$ cat src/rtl/store_buf_pkg.sv
// Shared types and opcode constants for the posted-store buffer.
package store_buf_pkg;

    localparam logic [5:0] OP_SB = 6'b101000;
    localparam logic [5:0] OP_SH = 6'b101001;
    localparam logic [5:0] OP_SW = 6'b101011;

    // Entries carry the address at its widest legal size; the top keeps ADDR_W low bits.
    localparam int SB_ADDR_MAX = 32;

    typedef struct packed {
        logic [5:0]             opcode;
        logic [SB_ADDR_MAX-1:0] addr;
        logic [1:0]             byte_off;
        logic [31:0]            wd;
        logic [31:0]            pc;
    } sb_entry_t;

    function automatic logic is_store(input logic [5:0] op);
        return (op == OP_SB) || (op == OP_SH) || (op == OP_SW);
    endfunction

endpackage

$ cat src/rtl/store_buf_match.sv
// Load-address compare against all pending entries; reports the youngest hit.
module store_buf_match #(
    parameter int DEPTH  = 4,
    parameter int ADDR_W = 12,
    localparam int PW    = $clog2(DEPTH)
) (
    input  logic [DEPTH-1:0]             valid,
    input  logic [DEPTH-1:0][ADDR_W-1:0] addr,
    input  logic [DEPTH-1:0][5:0]        opcode,
    input  logic [PW-1:0]                tail,
    input  logic [ADDR_W-1:0]            ld_addr,
    output logic                         match,
    output logic [PW-1:0]                idx,
    output logic [5:0]                   opc
);

    logic [DEPTH-1:0] hit;

    for (genvar i = 0; i < DEPTH; i++) begin : g_cmp
        assign hit[i] = valid[i] && (addr[i] == ld_addr);
    end

    // Walk from oldest slot (tail-DEPTH) to youngest (tail-1); the last hit seen wins.
    always_comb begin
        logic [PW-1:0] pos;
        pos = '0;
        idx = '0;
        for (int k = DEPTH; k >= 1; k--) begin
            pos = tail - PW'(k);
            if (hit[pos]) idx = pos;
        end
        match = |hit;
        opc   = opcode[idx];
    end

endmodule

$ cat src/rtl/store_buffer.sv
// Posted-store FIFO in front of the data memory write port, with load hazard check.
// Optional store-to-load forwarding of sw data is enabled by defining STORE_BUF_FWD_EN.
module store_buffer
    import store_buf_pkg::*;
#(
    parameter int DEPTH  = 4,
    parameter int ADDR_W = 12
) (
    input  logic                     clk,
    input  logic                     reset,
    input  logic                     st_valid,
    input  logic [5:0]               st_opcode,
    input  logic [ADDR_W-1:0]        st_addr,
    input  logic [1:0]               st_byte,
    input  logic [31:0]              st_wd,
    input  logic [31:0]              st_pc,
    output logic                     st_ready,
    input  logic                     ld_valid,
    input  logic [ADDR_W-1:0]        ld_addr,
    output logic                     ld_stall,
    output logic                     ld_fwd_valid,
    output logic [31:0]              ld_fwd_data,
    input  logic                     mem_port_busy,
    output logic                     dm_we,
    output logic [5:0]               dm_opcode,
    output logic [ADDR_W-1:0]        dm_addr,
    output logic [1:0]               dm_byte,
    output logic [31:0]              dm_wd,
    output logic [31:0]              dm_pc,
    output logic [$clog2(DEPTH):0]   occupancy
);

    localparam int PW = $clog2(DEPTH);

    sb_entry_t [DEPTH-1:0] mem;
    logic [PW-1:0]         head;
    logic [PW-1:0]         tail;
    logic [PW:0]           count;

    logic                          enq;
    logic [DEPTH-1:0]              vmask;
    logic [DEPTH-1:0][PW-1:0]      rel;
    logic [DEPTH-1:0][ADDR_W-1:0]  ent_addr;
    logic [DEPTH-1:0][5:0]         ent_op;
    logic                          match;
    logic [PW-1:0]                 y_idx;
    logic [5:0]                    y_opc;
    sb_entry_t                     hd;

    assign st_ready  = count < (PW+1)'(DEPTH);
    assign enq       = st_valid && st_ready && is_store(st_opcode);
    // Reset cycle never writes, even though the head is still nominally valid.
    assign dm_we     = (count != '0) && !mem_port_busy && !reset;
    assign occupancy = count;

    assign hd        = mem[head];
    assign dm_opcode = hd.opcode;
    assign dm_addr   = hd.addr[ADDR_W-1:0];
    assign dm_byte   = hd.byte_off;
    assign dm_wd     = hd.wd;
    assign dm_pc     = hd.pc;

    // Slot i is live when its distance from head is below count.
    for (genvar i = 0; i < DEPTH; i++) begin : g_slot
        assign rel[i]      = PW'(i) - head;
        assign vmask[i]    = {1'b0, rel[i]} < count;
        assign ent_addr[i] = mem[i].addr[ADDR_W-1:0];
        assign ent_op[i]   = mem[i].opcode;
    end

    store_buf_match #(
        .DEPTH  (DEPTH),
        .ADDR_W (ADDR_W)
    ) u_match (
        .valid   (vmask),
        .addr    (ent_addr),
        .opcode  (ent_op),
        .tail    (tail),
        .ld_addr (ld_addr),
        .match   (match),
        .idx     (y_idx),
        .opc     (y_opc)
    );

`ifdef STORE_BUF_FWD_EN
    logic fwd_hit;
    logic unused_bits;

    // Only a full-word store can satisfy a load; partial stores must drain first.
    assign fwd_hit      = ld_valid && match && (y_opc == OP_SW);
    assign ld_fwd_valid = fwd_hit;
    assign ld_fwd_data  = fwd_hit ? mem[y_idx].wd : 32'd0;
    assign ld_stall     = ld_valid && match && (y_opc != OP_SW);
    assign unused_bits  = ^hd.addr;
`else
    logic unused_bits;

    assign ld_fwd_valid = 1'b0;
    assign ld_fwd_data  = 32'd0;
    assign ld_stall     = ld_valid && match;
    assign unused_bits  = ^{hd.addr, y_idx, y_opc};
`endif

    always_ff @(posedge clk) begin
        if (reset) begin
            head  <= '0;
            tail  <= '0;
            count <= '0;
            mem   <= '0;
        end else begin
            if (enq) begin
                mem[tail] <= '{opcode:   st_opcode,
                               addr:     SB_ADDR_MAX'(st_addr),
                               byte_off: st_byte,
                               wd:       st_wd,
                               pc:       st_pc};
                tail <= tail + 1'b1;
            end
            if (dm_we) head <= head + 1'b1;
            count <= count + (PW+1)'(enq) - (PW+1)'(dm_we);
        end
    end

endmodule

$ cat config.mk
export PLATFORM = sky130hd
export DESIGN_NAME = store_buffer
export DESIGN_NICKNAME = d
export VERILOG_FILES = /design/src/rtl/store_buf_pkg.sv /design/src/rtl/store_buf_match.sv /design/src/rtl/store_buffer.sv
export SDC_FILE = /design/constraint.sdc
export NUM_CORES = 1
export LEC_CHECK = 0
export ABC_CLOCK_PERIOD_IN_PS = 2500
export CAP_MARGIN = 15
export CORE_UTILIZATION = 45
export DETAILED_ROUTE_END_ITERATION = 16
export DONT_BUFFER_PORTS = 1
export GPL_TIMING_DRIVEN = 0
export SKIP_CTS_REPAIR_TIMING = 1
export SYNTH_ARGS = -nofsm -noshare
export SYNTH_HDL_FRONTEND = slang
export SYNTH_SLANG_ARGS = --single-unit
$ cat constraint.sdc
create_clock -name clk -period 2.5 [get_ports clk]
set_input_delay 0.125 -clock clk [delete_from_list [all_inputs] [get_ports clk]]
set_output_delay 0.125 -clock clk [all_outputs]
set_load 0.005 [all_outputs]
== Word-level counts from Yosys, hierarchy flattened ==
Cells that the tools add are included.
Storage, ports and cells
  bits in registers: 423
  output and inout bits: 123
Cells by class
  add/sub/neg operators: 8
  $lt $le $gt $ge: 8
  equal/unequal tests: 7
  multiplexer cells: 5
  reduce and logical (&&, ||, !) cells: 16
Operator list (number)
  bitwise mux 416 bit: 1
  binary-select mux 104 bit (select 2 bit): 1
  demux 104 bit (select 2 bit): 1
  two-way mux 104 bit: 2
  == test 12 bit: 4
  == test 6 bit, second input constant: 3
  < comparator 2 x 3 -> 1 bit: 4
  logical AND 1 bit: 10
  < comparator 2 x 3 -> 1 bit, second input constant: 2
  adder 2 x 1 -> 2 bit, second input constant: 2
  OR reduction 4 bit: 1
  subtractor 1 x 2 -> 2 bit, first input constant: 2
  subtractor 2 bit, first input constant: 2
  adder 3 x 1 -> 3 bit: 1
  < comparator 3 bit, second input constant: 1
  nonzero test 3 bit: 1
  subtractor 3 x 1 -> 3 bit: 1
  >= comparator 2 x 1 -> 1 bit, second input constant: 1
  zero test 1 bit: 2
  logical OR 1 bit: 2

== Depth between registers and ports, before layout ==
  depth after elaboration: 6
  depth in mapped cells: 12

== Cells and area by module ==
Synthesis repeated with hierarchy kept, for this count alone.
Second synthesis, totals
  cell total of the unflattened synthesis: 1498
  area, all modules: 16751.1 um^2
Modules (own cells, without submodules)
  store_buffer: times used 1, cells each 1375, area each 15796.4 um^2, seq. area each 6866.6 um^2
  store_buf_match: times used 1, cells each 123, area each 954.7 um^2, seq. area each 0.0 um^2

== Worst setup path after synthesis ==
No wires, ideal clock.
  path kind: register -> output
  from: reg head[1]
  to: out ld_stall
  data arrival time: 2.199 ns
  data required time: 2.375 ns
  setup slack: 0.176 ns
  cell stages (with the launch flop): 12
  buffers on the path: 4
  cells stage by stage: dfxtp_1 -> clkbuf_1 -> buf_2 -> buf_2 -> buf_4 -> xnor2_1 -> inv_1 -> ha_1 -> a21oi_1 -> o21ai_0 -> nor3_1 -> o31a_1
On the way
  cells in the longest elaborated chain, start to end: 5
Ends and longest elaborated chain
  start: declaration: RTL line store_buffer.sv:36  | logic [PW-1:0] head;
  start signal: assignment: RTL line store_buffer.sv:119  | if (dm_we) head <= head + 1'b1;
  subtractor 1 x 2 -> 2 bit or subtractor 2 bit (tied branches): RTL line store_buffer.sv:65  | assign rel[i] = PW'(i) - head;
  < comparator 2 x 3 -> 1 bit: RTL line store_buffer.sv:66  | assign vmask[i] = {1'b0, rel[i]} < count;
  logical AND 1 bit: RTL line store_buf_match.sv:20  | assign hit[i] = valid[i] && (addr[i] == ld_addr);
  OR reduction 4 bit (*): RTL line store_buf_match.sv:32  | match = |hit;
  logical AND 1 bit (*): RTL line store_buffer.sv:100  | assign ld_stall = ld_valid && match;
  end: declaration: RTL line store_buffer.sv:20  | output logic ld_stall,
Every way passes the cells marked *; elsewhere a longest branch is shown, timed or not.

== Final worst setup path ==
Ends and elaborated chain as after synthesis.

==> summary.md <==
| Metric | Value |
|---|---|
| Run status | `finished, violations left` |
| Violated checks | `setup timing` |
| Slew Limit Fails | `0` |
| Clock buffer depth | `3` |
| Critical path peak fanout | `10` |
| Slew @ Worst Pin | `0.9184 ns` |
| Via count | `12450` |
| DP HPWL | `29840 um` |
| Die Footprint | `33590 sq um` |
| Int Pwr | `9.771 mW` |
| Fin. Hold Viols | `0` |
| Net Sw Power | `3.154 mW` |
| Row count | `66` |
| Dominant cells by area after synthesis | `dfxtp_1, nand2_1, mux4_2` |
| CTS tree | `built` |
| Area Overhead vs Synth | `20.56%` |
| Final Cycle Share | `102.8%` |
| Final Net Count | `1970` |
| Endpoints failing setup | `1` |
| Flops & latches, synth | `343` |
| Avg Cell Area, Syn | `8.702 sq um` |
| Synth area leader | `dfxtp_1` |
| CP max-delay cell | `dfxtp_2` |
| Non-Filler Instances | `2329` |
| VDD IR-drop max | `0.5115 mV` |
| Htree depth | `2` |
| Latest clock arrival within the worst-skew pair | `0.53 ns` |
| FMAX | `389.3 MHz` |
| Fillers | `3044` |
| Gate power share | `11.0%` |
| Worst Setup Path Type | `reg2out` |
| WL/cell | `19.04 um` |
| Setup crit start kind | `flop` |
| Core area | `32450 sq um` |
| First-pass GRT wire length | `66550 um` |
| Setup slack after layout | `-0.06882 ns` |
| CP cell instances | `buf_6, buf_12, buf_12, buf_12, xnor2_4, inv_2, ha_4, a21oi_4, o21ai_1, nor3_1, o31a_1` |
| Sequential area share after synthesis | `46.44%` |
| DR vias/cell | `5.343` |
| Top Ports | `224` |
| CP required | `2.38 ns` |
| Count of input and output buffers | `0` |
| Initial antenna violation count | `0` |
| Post-synth top area share | `46.44%` |
| Power per standard cell area | `725.1 nW/um^2` |
| Period minus WS final | `2.569 ns` |
| Initial DRC Count | `978` |
| Die width | `183.3 um` |
| Drt drc | `0` |
| Clock power frac | `45.9%` |
| Share of post-route cells with drive strength above 1 | `14.31%` |
| Fin Clk Skew | `0.01261 ns` |
| Leak pwr | `6.019 nW` |
| Largest net degree at the start of global routing | `15` |
| Slowest stage delay, CP | `0.32 ns` |
| Hold Crit Class | `in2reg` |
| Final ANT Viol Nets | `0` |
| Vias in the first global route | `11740` |
| RSZ-0062 raised after global routing | `yes` |
| Total wire length | `44340 um` |
| Worst path most repeated cell | `buf_12` |
| Dpl cells | `2173` |
| Max-cap viol count | `0` |
| Mapped Area | `14790 sq um` |
| Sequential share of power | `43.1%` |
| DR pass1 iterations | `6` |
| Total global-route track usage | `25.88%` |
| Worst-path clk slew | `0.06 ns` |
| Gr ovfl total | `0` |
| Yosys warns | `0` |
| Arr. time, crit path | `2.44 ns` |
| Antenna fix cells | `0` |
| Initial Util | `45.56%` |
| CTS buffer count | `38` |
| Slew Limit Headroom | `38.77%` |
| RePlAce Congestion | `0.9181` |
| Die Y | `183.3 um` |
| Clock sinks | `343` |
| Crit. End Element | `output pin` |
| Total chip power | `12.93 mW` |
| CTS Root Cell | `clkbuf_16` |
| Sw frac | `24.40%` |
| Syn Inst Count | `1699` |
| Unique masters post-synth | `31` |
## worst paths after layout
kind,start,end,slack [ns],cells after the start
max,head[1]$_SDFFE_PP0P_,ld_stall,-0.07,11
min,reset,occupancy[0]$_SDFF_PP0_,0.04,2
min reg2reg,mem[20]$_SDFFE_PP0P_,mem[20]$_SDFFE_PP0P_,0.45,2
max reg2reg,occupancy[2]$_SDFF_PP0_,occupancy[2]$_SDFF_PP0_,0.15,12
## cells in the final DEF, fill, tap and decap left out, drive strengths merged
cell type,count
a21oi,324
and2,4
buf,103
bufinv,3
clkbuf,123
clkinv,5
clkinvlp,3
conb,33
dfxtp,343
dlygate4sd3,81
fa,1
ha,10
inv,11
mux2i,1
mux4,84
nand2,646
nand2b,1
nand4,6
nor2,23
nor2b,1
nor3,4
nor3b,8
nor4,7
nor4b,1
o2111a,1
o211ai,1
o21ai,4
o31a,1
xnor2,26
xor2,28
## kinds of logic (layout without fill, tap and decap cells)
kind of cell    count (synthesis)  in the layout  synth area share [%]
other cells                     1             33               0.02536
fa+ha+maj                      11             11                0.9816
mux                            85             85                 12.86
compound gates                331            331                 11.29
flops                         343            343                 46.44
xor+xnor                       54             54                 3.199
buf+inv                       173            329                 6.702
simple gates                  701            701                 18.50
## layout make-up
class	count	area, sq um	share of cell area [%]
flip-flops and latches	343	6874	38.57
clock inverters	12	146.4	0.8213
repair buffers	87	855.8	4.801
inverters	10	37.54	0.2106
multi-input cells	1215	7116	39.92
well taps	442	553.0	3.103
clock buffers	57	1206	6.767
plain buffers	163	1036	5.812
## power by group through the flow
stage / Clock [mW] / Sequential [mW] / Combinational (mW)
after floorplan: 0 / 5.66 / 0.773
after global placement: 0 / 5.68 / 1.07
after detailed placement: 0 / 5.68 / 1.08
after CTS: 6.05 / 5.55 / 1.08
after global routing: 6.29 / 5.57 / 1.51
final: 5.94 / 5.57 / 1.42
## metrics by stage
step                hold WS [ns]  setup TNS, ns  util (%)  setup WS [ns]  area [sq um]
finish                   0.03625       -0.06882     54.92       -0.06882         17820
global route             0.07029        -0.1626     54.92        -0.1626         17820
CTS                      -0.2921         -16.12     51.80         -1.272         16810
detailed placement        0.2670         -1.303     47.63        -0.6982         15460
global placement          0.2618         -1.231     47.63        -0.6803         15460
floorplan                 0.2610              0         -         0.1756         14910
## per-layer routing
layer  up-vias  track usage, %  part of all wire (%)  wire (um)
met3        74           5.977                   8.0       3532
met4         0           7.633                   2.5       1127
met1      6014           33.30                    42      18470
met2       433           43.22                    48      21200
li1       5924               -                     -          -
met5         -               0                     0          0
## registers in the layout (all words and copies together) (netlist names)
register	count
mem	264
ent_op	24
occupancy	3
tail	2
head	2
ent_addr	48
## synth_stat cells
cell,n
a21oi_1,324
and2_1,1
and2_4,3
buf_1,1
buf_2,39
buf_4,34
buf_6,22
clkbuf_1,67
conb_1,1
dfxtp_1,343
fa_1,1
ha_1,10
inv_1,10
mux2i_1,1
mux4_2,84
nand2_1,645
nand2_2,1
nand2b_1,1
nand4_1,6
nor2_1,23
nor2b_1,1
nor3_1,4
nor3b_1,8
nor4_1,7
nor4b_2,1
o2111a_1,1
o211ai_1,1
o21ai_0,4
o31a_1,1
xnor2_1,26
xor2_1,28
## critical path: cells and delay by family, from the launching register on
kind / cells / cell delay, ns
AOI/OAI and AO/OA: 3 / 0.40
xor gates and xnor gates: 1 / 0.18
adders and majority gates: 1 / 0.23
buffers and inverters: 5 / 0.58
DFF: 1 / 0.32
and+or+nand+nor: 1 / 0.18
Power figures use the tool's default switching activity.
